File: config.mk
export PLATFORM = sky130hd
export DESIGN_NAME = uart_pixel_unpacker
export DESIGN_NICKNAME = d
export VERILOG_FILES = /design/src/rtl/uart_pixel_unpacker.sv
export SDC_FILE = /design/constraint.sdc
export NUM_CORES = 1
export LEC_CHECK = 0
export BUFFER_PORTS_ARGS = -buffer_cell sky130_fd_sc_hd__clkbuf_2
export CAP_MARGIN = 30
export CORE_UTILIZATION = 50
export CTS_BUF_LIST = sky130_fd_sc_hd__clkbuf_8
export DETAILED_ROUTE_END_ITERATION = 8
export PLACE_DENSITY = 0.8
export SLEW_MARGIN = 15
export SYNTH_ARGS = -nofsm -noshare
export SYNTH_HDL_FRONTEND = slang
export SYNTH_SLANG_ARGS = --single-unit
File: constraint.sdc
create_clock -name clk -period 2.18 [get_ports clk]
set_input_delay 0.109 -clock clk [delete_from_list [all_inputs] [get_ports clk]]
set_output_delay 0.109 -clock clk [all_outputs]
set_load 0.01 [all_outputs]
File: src/rtl/uart_pixel_unpacker.sv
// Byte-stream to 12-bit pixel unpacker for the matrix frame buffer: 3 bytes become 2 pixels.
// Define UART_PIXEL_UNPACKER_SERPENTINE_EN to reverse the column order of odd rows on wr_addr.
module uart_pixel_unpacker #(
  parameter int unsigned ADDR_W         = 10,
  parameter int unsigned FRAME_PIXELS   = 512,
  parameter int unsigned COLS_LOG2      = 5,
  parameter int unsigned TIMEOUT_CYCLES = 1000000
) (
  input  logic              clk,
  input  logic              rst_n,
  input  logic [7:0]        rx_data,
  input  logic              rx_done,
  output logic              wr,
  output logic [ADDR_W-1:0] wr_addr,
  output logic [11:0]       wr_data,
  output logic              frame_done,
  output logic              resync,
  output logic [1:0]        byte_phase
);

  localparam int unsigned TmoW = (TIMEOUT_CYCLES > 2) ? $clog2(TIMEOUT_CYCLES) : 1;
  localparam logic [TmoW-1:0]   TmoLast  = TmoW'(TIMEOUT_CYCLES - 1);
  localparam logic [ADDR_W-1:0] AddrLast = ADDR_W'(FRAME_PIXELS - 1);

  if ((FRAME_PIXELS == 0) || (FRAME_PIXELS % 2 != 0)) begin : g_bad_frame_parity
    $error("FRAME_PIXELS must be even and non-zero");
  end
  if (64'(FRAME_PIXELS) > (64'd1 << ADDR_W)) begin : g_bad_frame_size
    $error("FRAME_PIXELS does not fit in ADDR_W bits");
  end
  if ((COLS_LOG2 == 0) || (COLS_LOG2 >= ADDR_W)) begin : g_bad_cols
    $error("COLS_LOG2 must lie in 1..ADDR_W-1");
  end
  if (TIMEOUT_CYCLES < 2) begin : g_bad_timeout
    $error("TIMEOUT_CYCLES must be at least 2");
  end

  typedef enum logic [1:0] {
    StP0 = 2'd0,
    StP1 = 2'd1,
    StP2 = 2'd2
  } phase_e;

  phase_e            phase_q;
  logic              rx_done_q;
  logic              started_q;
  logic [7:0]        a_q;
  logic [7:0]        b_q;
  logic [ADDR_W-1:0] addr_q;
  logic [ADDR_W-1:0] phys_addr;
  logic [TmoW-1:0]   tmo_q;
  logic              accept;
  logic              idle;
  logic              expire;
  logic              emit;
  logic [11:0]       pix;

  // started_q masks the first cycle after reset so a level already high is not an edge.
  assign accept     = rx_done & ~rx_done_q & started_q;
  assign idle       = (phase_q == StP0) && (addr_q == '0);
  assign expire     = !idle && (tmo_q == TmoLast);
  assign byte_phase = phase_q;

  // A timeout in the same cycle as a byte turns that byte into the first of a fresh pixel.
  always_comb begin
    emit = 1'b0;
    pix  = '0;
    if (accept && !expire) begin
      unique case (phase_q)
        StP1: begin
          emit = 1'b1;
          pix  = {a_q, rx_data[7:4]};
        end
        StP2: begin
          emit = 1'b1;
          pix  = {b_q[3:0], rx_data};
        end
        default: ;
      endcase
    end
  end

`ifdef UART_PIXEL_UNPACKER_SERPENTINE_EN
  always_comb begin
    phys_addr = addr_q;
    if (addr_q[COLS_LOG2]) begin
      phys_addr[COLS_LOG2-1:0] = ~addr_q[COLS_LOG2-1:0];
    end
  end
`else
  assign phys_addr = addr_q;
`endif

  always_ff @(posedge clk or negedge rst_n) begin
    if (!rst_n) begin
      phase_q    <= StP0;
      rx_done_q  <= 1'b0;
      started_q  <= 1'b0;
      a_q        <= '0;
      b_q        <= '0;
      addr_q     <= '0;
      tmo_q      <= '0;
      wr         <= 1'b0;
      wr_addr    <= '0;
      wr_data    <= '0;
      frame_done <= 1'b0;
      resync     <= 1'b0;
    end else begin
      rx_done_q  <= rx_done;
      started_q  <= 1'b1;
      wr         <= emit;
      frame_done <= emit && (addr_q == AddrLast);
      resync     <= expire;

      if (emit) begin
        wr_addr <= phys_addr;
        wr_data <= pix;
        addr_q  <= (addr_q == AddrLast) ? '0 : addr_q + 1'b1;
      end

      if (expire) begin
        tmo_q  <= '0;
        addr_q <= '0;
        if (accept) begin
          a_q     <= rx_data;
          phase_q <= StP1;
        end else begin
          phase_q <= StP0;
        end
      end else if (accept) begin
        tmo_q <= '0;
        unique case (phase_q)
          StP0: begin
            a_q     <= rx_data;
            phase_q <= StP1;
          end
          StP1: begin
            b_q     <= rx_data;
            phase_q <= StP2;
          end
          StP2:    phase_q <= StP0;
          default: phase_q <= StP0;
        endcase
      end else if (!idle && (tmo_q != TmoLast)) begin
        tmo_q <= tmo_q + 1'b1;
      end
    end
  end

endmodule

==> run summary <==
The final weighted congestion of routability-driven global placement is 0.863. The most used flip-flop cell after synthesis is sky130_fd_sc_hd__dfrtp_1. The number of buffers between clock root and the deepest sink is 2. The signal on the critical path passes through ha_1, nand3_2, buf_4, nor2_1, nand3_2, a21oi_2, buf_12, mux2_2. The number of global-route vias before repair came to 2707. The total global-route track usage came out at 0.237. The time the final worst path needs with I/O delays and setup came out at 2100 ps. The worst slew margin relative to its limit is 0.569. The share of synthesized area in the top cell type comes to 0.513. The placeable core region came out at 6530 µm².

The number of placed I/O pins is 38. In the synthesized netlist, the number of instances is 297. The global-route track usage on met2 is 0.390. Counting flops with an async set or reset pin after synthesis yields a share of 1.00. By instance count, the cell type seen most on the critical path is sky130_fd_sc_hd__nand3_2. The final sum of negative setup slack is 0 ps.

In this run the most used layer during global routing was met2. The biggest cell delay along the critical path came out at 410 ps. The type of destination of the critical path is a flip-flop. The biggest area contributor in the post-synthesis netlist is sky130_fd_sc_hd__dfrtp_1. The critical register-to-register path startpoint is tmo_q[1]. The clock arrives with 8.56 ps of skew. The fraction of final layout cells with drive strength greater than 1 came out at 0.371. The number of antenna violations at the first check in global routing came to 0.

Dividing the final minimum period by the clock period gives 0.961. The count of vias placed by the detailed router is 2741. The height of the die is 85.2 µm. The total nets after synthesis came out at 315. The number of buffers added on ports is 37. The worst path required time came out at 2420 ps.

The area share of and/or/nand/nor cells after synthesis came out at 0.167. The flop and latch count out of synthesis came out at 71. The count of routing violations after the opening detailed-route iteration is 253. The tree is rooted in a sky130_fd_sc_hd__clkbuf_8.

The count of distinct cell types in the synthesized netlist is 49. The arithmetic-cell share of the synthesized area counting full adders, half adders and majority gates is 0.0253. The routed wire length per instance came out at 17.3 µm. On the critical path, the stage with the largest delay is an instance of sky130_fd_sc_hd__dfrtp_2. The most critical setup path has its startpoint at tmo_q[1]. The number of pins with negative max-slew slack in the final report is 0. By area the synthesized netlist is led by sky130_fd_sc_hd__dfrtp_1, sky130_fd_sc_hd__mux2_4, sky130_fd_sc_hd__mux2_2.

After synthesis, the most frequently instantiated cells are sky130_fd_sc_hd__dfrtp_1, sky130_fd_sc_hd__nor2_1, sky130_fd_sc_hd__mux2_4, sky130_fd_sc_hd__nand2_1. The number of clock sinks is 71. The net count reported at finish came out at 396.

The worst supply voltage drop on vdd is 0.482 mV. The count of unresolved DRC violations after routing came out at 0. The largest fanout on the critical path came out at 8. The leading cell type by number of instances after synthesis is sky130_fd_sc_hd__dfrtp_1. The power density normalized to cell area is 1010 nW/µm². In this run the cell area of the synthesized design comes to 3460 µm².

The run finished with clean final reports. The detail route stage leaves a number of antenna-violating nets equal to 0. The first-pass iteration count of the detailed router came out at 5.

TritonCTS built the clock tree. The xor-xnor portion of the synthesized cell area is 0.0405. The met1 usage came out at 0.305.

The hold violation total from the final report was 0. The number of enable flip-flop cells after synthesis is 0. The global-route track usage on met3 came out at 0.0496. The later-pin clock latency in the skew report is 350 ps. The clock-pin slew on the worst setup and hold paths is 80 ps. The total die area came out at 7260 µm². The tightest min-delay check is of the in2reg type. The endpoint arrival time on the critical path came out at 2330 ps.

The initial utilization of the core area, before any placement, comes to 0.530. After synthesis, the share of cell area in mux cells is 0.137. The synthesized area per cell is 11.7 µm². The number of setup violations in the final report came out at 0.

In this design, the largest share of critical-path delay is due to simple AND/OR/NAND/NOR gates. Including well taps, the total number of placed cells is 435. The origin of the worst min-delay path is rx_data[3].

The finished layout holds 461 standard cells, fillers aside. The vias per cell is 5.95. The achievable clock frequency is 477 MHz. The maximum number of pins on one net before global-route repair came out at 72.

The total global routing overflow is 0. The detailed-route wire length is 7970 µm. The number of buffers added by the clock tree synthesis step came out at 9. The area added between synthesis and finish came out at 25.7%. The complex-gate fraction of the synthesized area came out at 0.0889.

The first-pass GRT wire length is 13200 µm. The tool flagged a number of max-cap violations equal to 0. The HPWL after detailed placement is 5000 µm. The smallest hold slack came out at 28.9 ps. The worst path buffer plus inverter count is 2. The number of warnings printed during yosys synthesis is 0. The width of the die came out at 85.2 µm. STA classifies the critical path startpoint as a flip-flop.

The count of H-tree levels built during CTS is 3. The analysis attributes to cell leakage a power of 0.00202 µW. The pin slew with the least headroom to its limit came out at 640 ps.

The setup path with the least slack is of type reg2reg. The sequential-to-total area share from yosys stat came out at 0.513. The row count came out at 29. The combinational family with the most area after synthesis is simple AND/OR/NAND/NOR gates.
[cell usage in the layout, fill, tap and decap left out, types with 2 or more instances in the layout]
cell,n
sky130_fd_sc_hd__nor3_1,6
sky130_fd_sc_hd__nand2_1,19
sky130_fd_sc_hd__dlygate4sd3_1,2
sky130_fd_sc_hd__dfrtp_1,70
sky130_fd_sc_hd__nor2_1,32
sky130_fd_sc_hd__nor4_1,5
sky130_fd_sc_hd__nand3_1,13
sky130_fd_sc_hd__nor4b_4,2
sky130_fd_sc_hd__inv_1,6
sky130_fd_sc_hd__bufinv_16,2
sky130_fd_sc_hd__o21ai_0,3
sky130_fd_sc_hd__a211oi_1,2
sky130_fd_sc_hd__a31oi_1,6
sky130_fd_sc_hd__buf_12,6
sky130_fd_sc_hd__mux2_2,16
sky130_fd_sc_hd__and3_1,2
sky130_fd_sc_hd__nand3_2,3
sky130_fd_sc_hd__clkbuf_8,9
sky130_fd_sc_hd__a21oi_1,11
sky130_fd_sc_hd__o2111ai_1,2
sky130_fd_sc_hd__ha_1,7
sky130_fd_sc_hd__nand4_1,8
sky130_fd_sc_hd__a22o_1,12
sky130_fd_sc_hd__xor2_1,13
sky130_fd_sc_hd__xnor2_1,3
sky130_fd_sc_hd__clkinv_4,2
sky130_fd_sc_hd__nand3b_1,3
sky130_fd_sc_hd__buf_4,33
sky130_fd_sc_hd__mux2_4,19
sky130_fd_sc_hd__clkbuf_2,36
sky130_fd_sc_hd__or3_1,2
[worst register-to-register path, cell delays in order, from the launching register on]
cell and delay, ps:
sky130_fd_sc_hd__dfrtp_2 410, sky130_fd_sc_hd__ha_1 230, sky130_fd_sc_hd__nand3_2 140, sky130_fd_sc_hd__buf_4 180, sky130_fd_sc_hd__nor2_1 160, sky130_fd_sc_hd__nand3_2 170, sky130_fd_sc_hd__a21oi_2 220, sky130_fd_sc_hd__buf_12 150
sky130_fd_sc_hd__mux2_2 330
[layout make-up]
type | instances | area (µm²)
diodes | 1 | 2.50
repair buffers | 78 | 573
flip-flops and latches | 71 | 1780
clock buffers | 9 | 124
fillers | 454 | 2180
well taps | 77 | 96.3
clock inverters | 7 | 105
multi-input cells | 212 | 1650
inverters | 6 | 22.5
[worst paths after layout]
kind	endpoint	cells past startpoint	slack, ps
worst max-delay path	a_q[4]	8	80
worst min-delay path	b_q[3]	2	30
worst max register to register	a_q[4]	8	80
worst min register to register	b_q[0]	1	510
max in group asynchronous	tmo_q[1]	3	1560
min in group asynchronous	wr_data[5]	3	310
[per-stage QoR]
stage | area [µm²] | utilization | setup slack, ps | power [µW]
floorplan | 3480 | - | 5.85 | 2660
global placement | 3960 | 0.607 | 25.4 | 3080
detailed placement | 3960 | 0.607 | -65.2 | 3140
CTS | 4270 | 0.653 | 24.8 | 4390
global route | 4350 | 0.666 | -55.6 | 4630
finish | 4350 | 0.666 | 84.1 | 4410
[cells by family after synthesis]
kind of cell / count (synthesis)
compound gates: 44
simple gates: 107
other cells: 1
flops: 71
buf+inv: 15
xor+xnor: 16
mux: 36
fa+ha+maj: 7
[state kept, by name, indices dropped and copies added, names as in the netlist]
register	flops
addr_q	10
byte_phase	2
a_q	8
started_q	1
tmo_q	20
wr_addr	10
rx_done_q	1
wr_data	12
resync	1
b_q	4
frame_done	1
wr	1
[report_power, final]
| group | internal [µW] | total (µW) | switching (µW) |
|---|---|---|---|
| logic | 736 | 1310 | 578 |
| registers | 1650 | 1890 | 239 |
| clock network | 659 | 1200 | 541 |
| total | 3050 | 4410 | 1360 |
[timing repair]
action,CTS,global route
setup buffers,2,4
pin swaps,2,2
gates resized for setup,2,6
hold endpoints to repair,72,0
cloned,1,0
endpoints found under the setup margin,24,36
hold buffers,2,0
[metal layers]
layer  share of wire  vias up
li1                -     1248
met1            0.43     1373
met2            0.50       98
met3           0.044       22
met4           0.023        0
met5               0        -
Power figures use the tool's default switching activity.
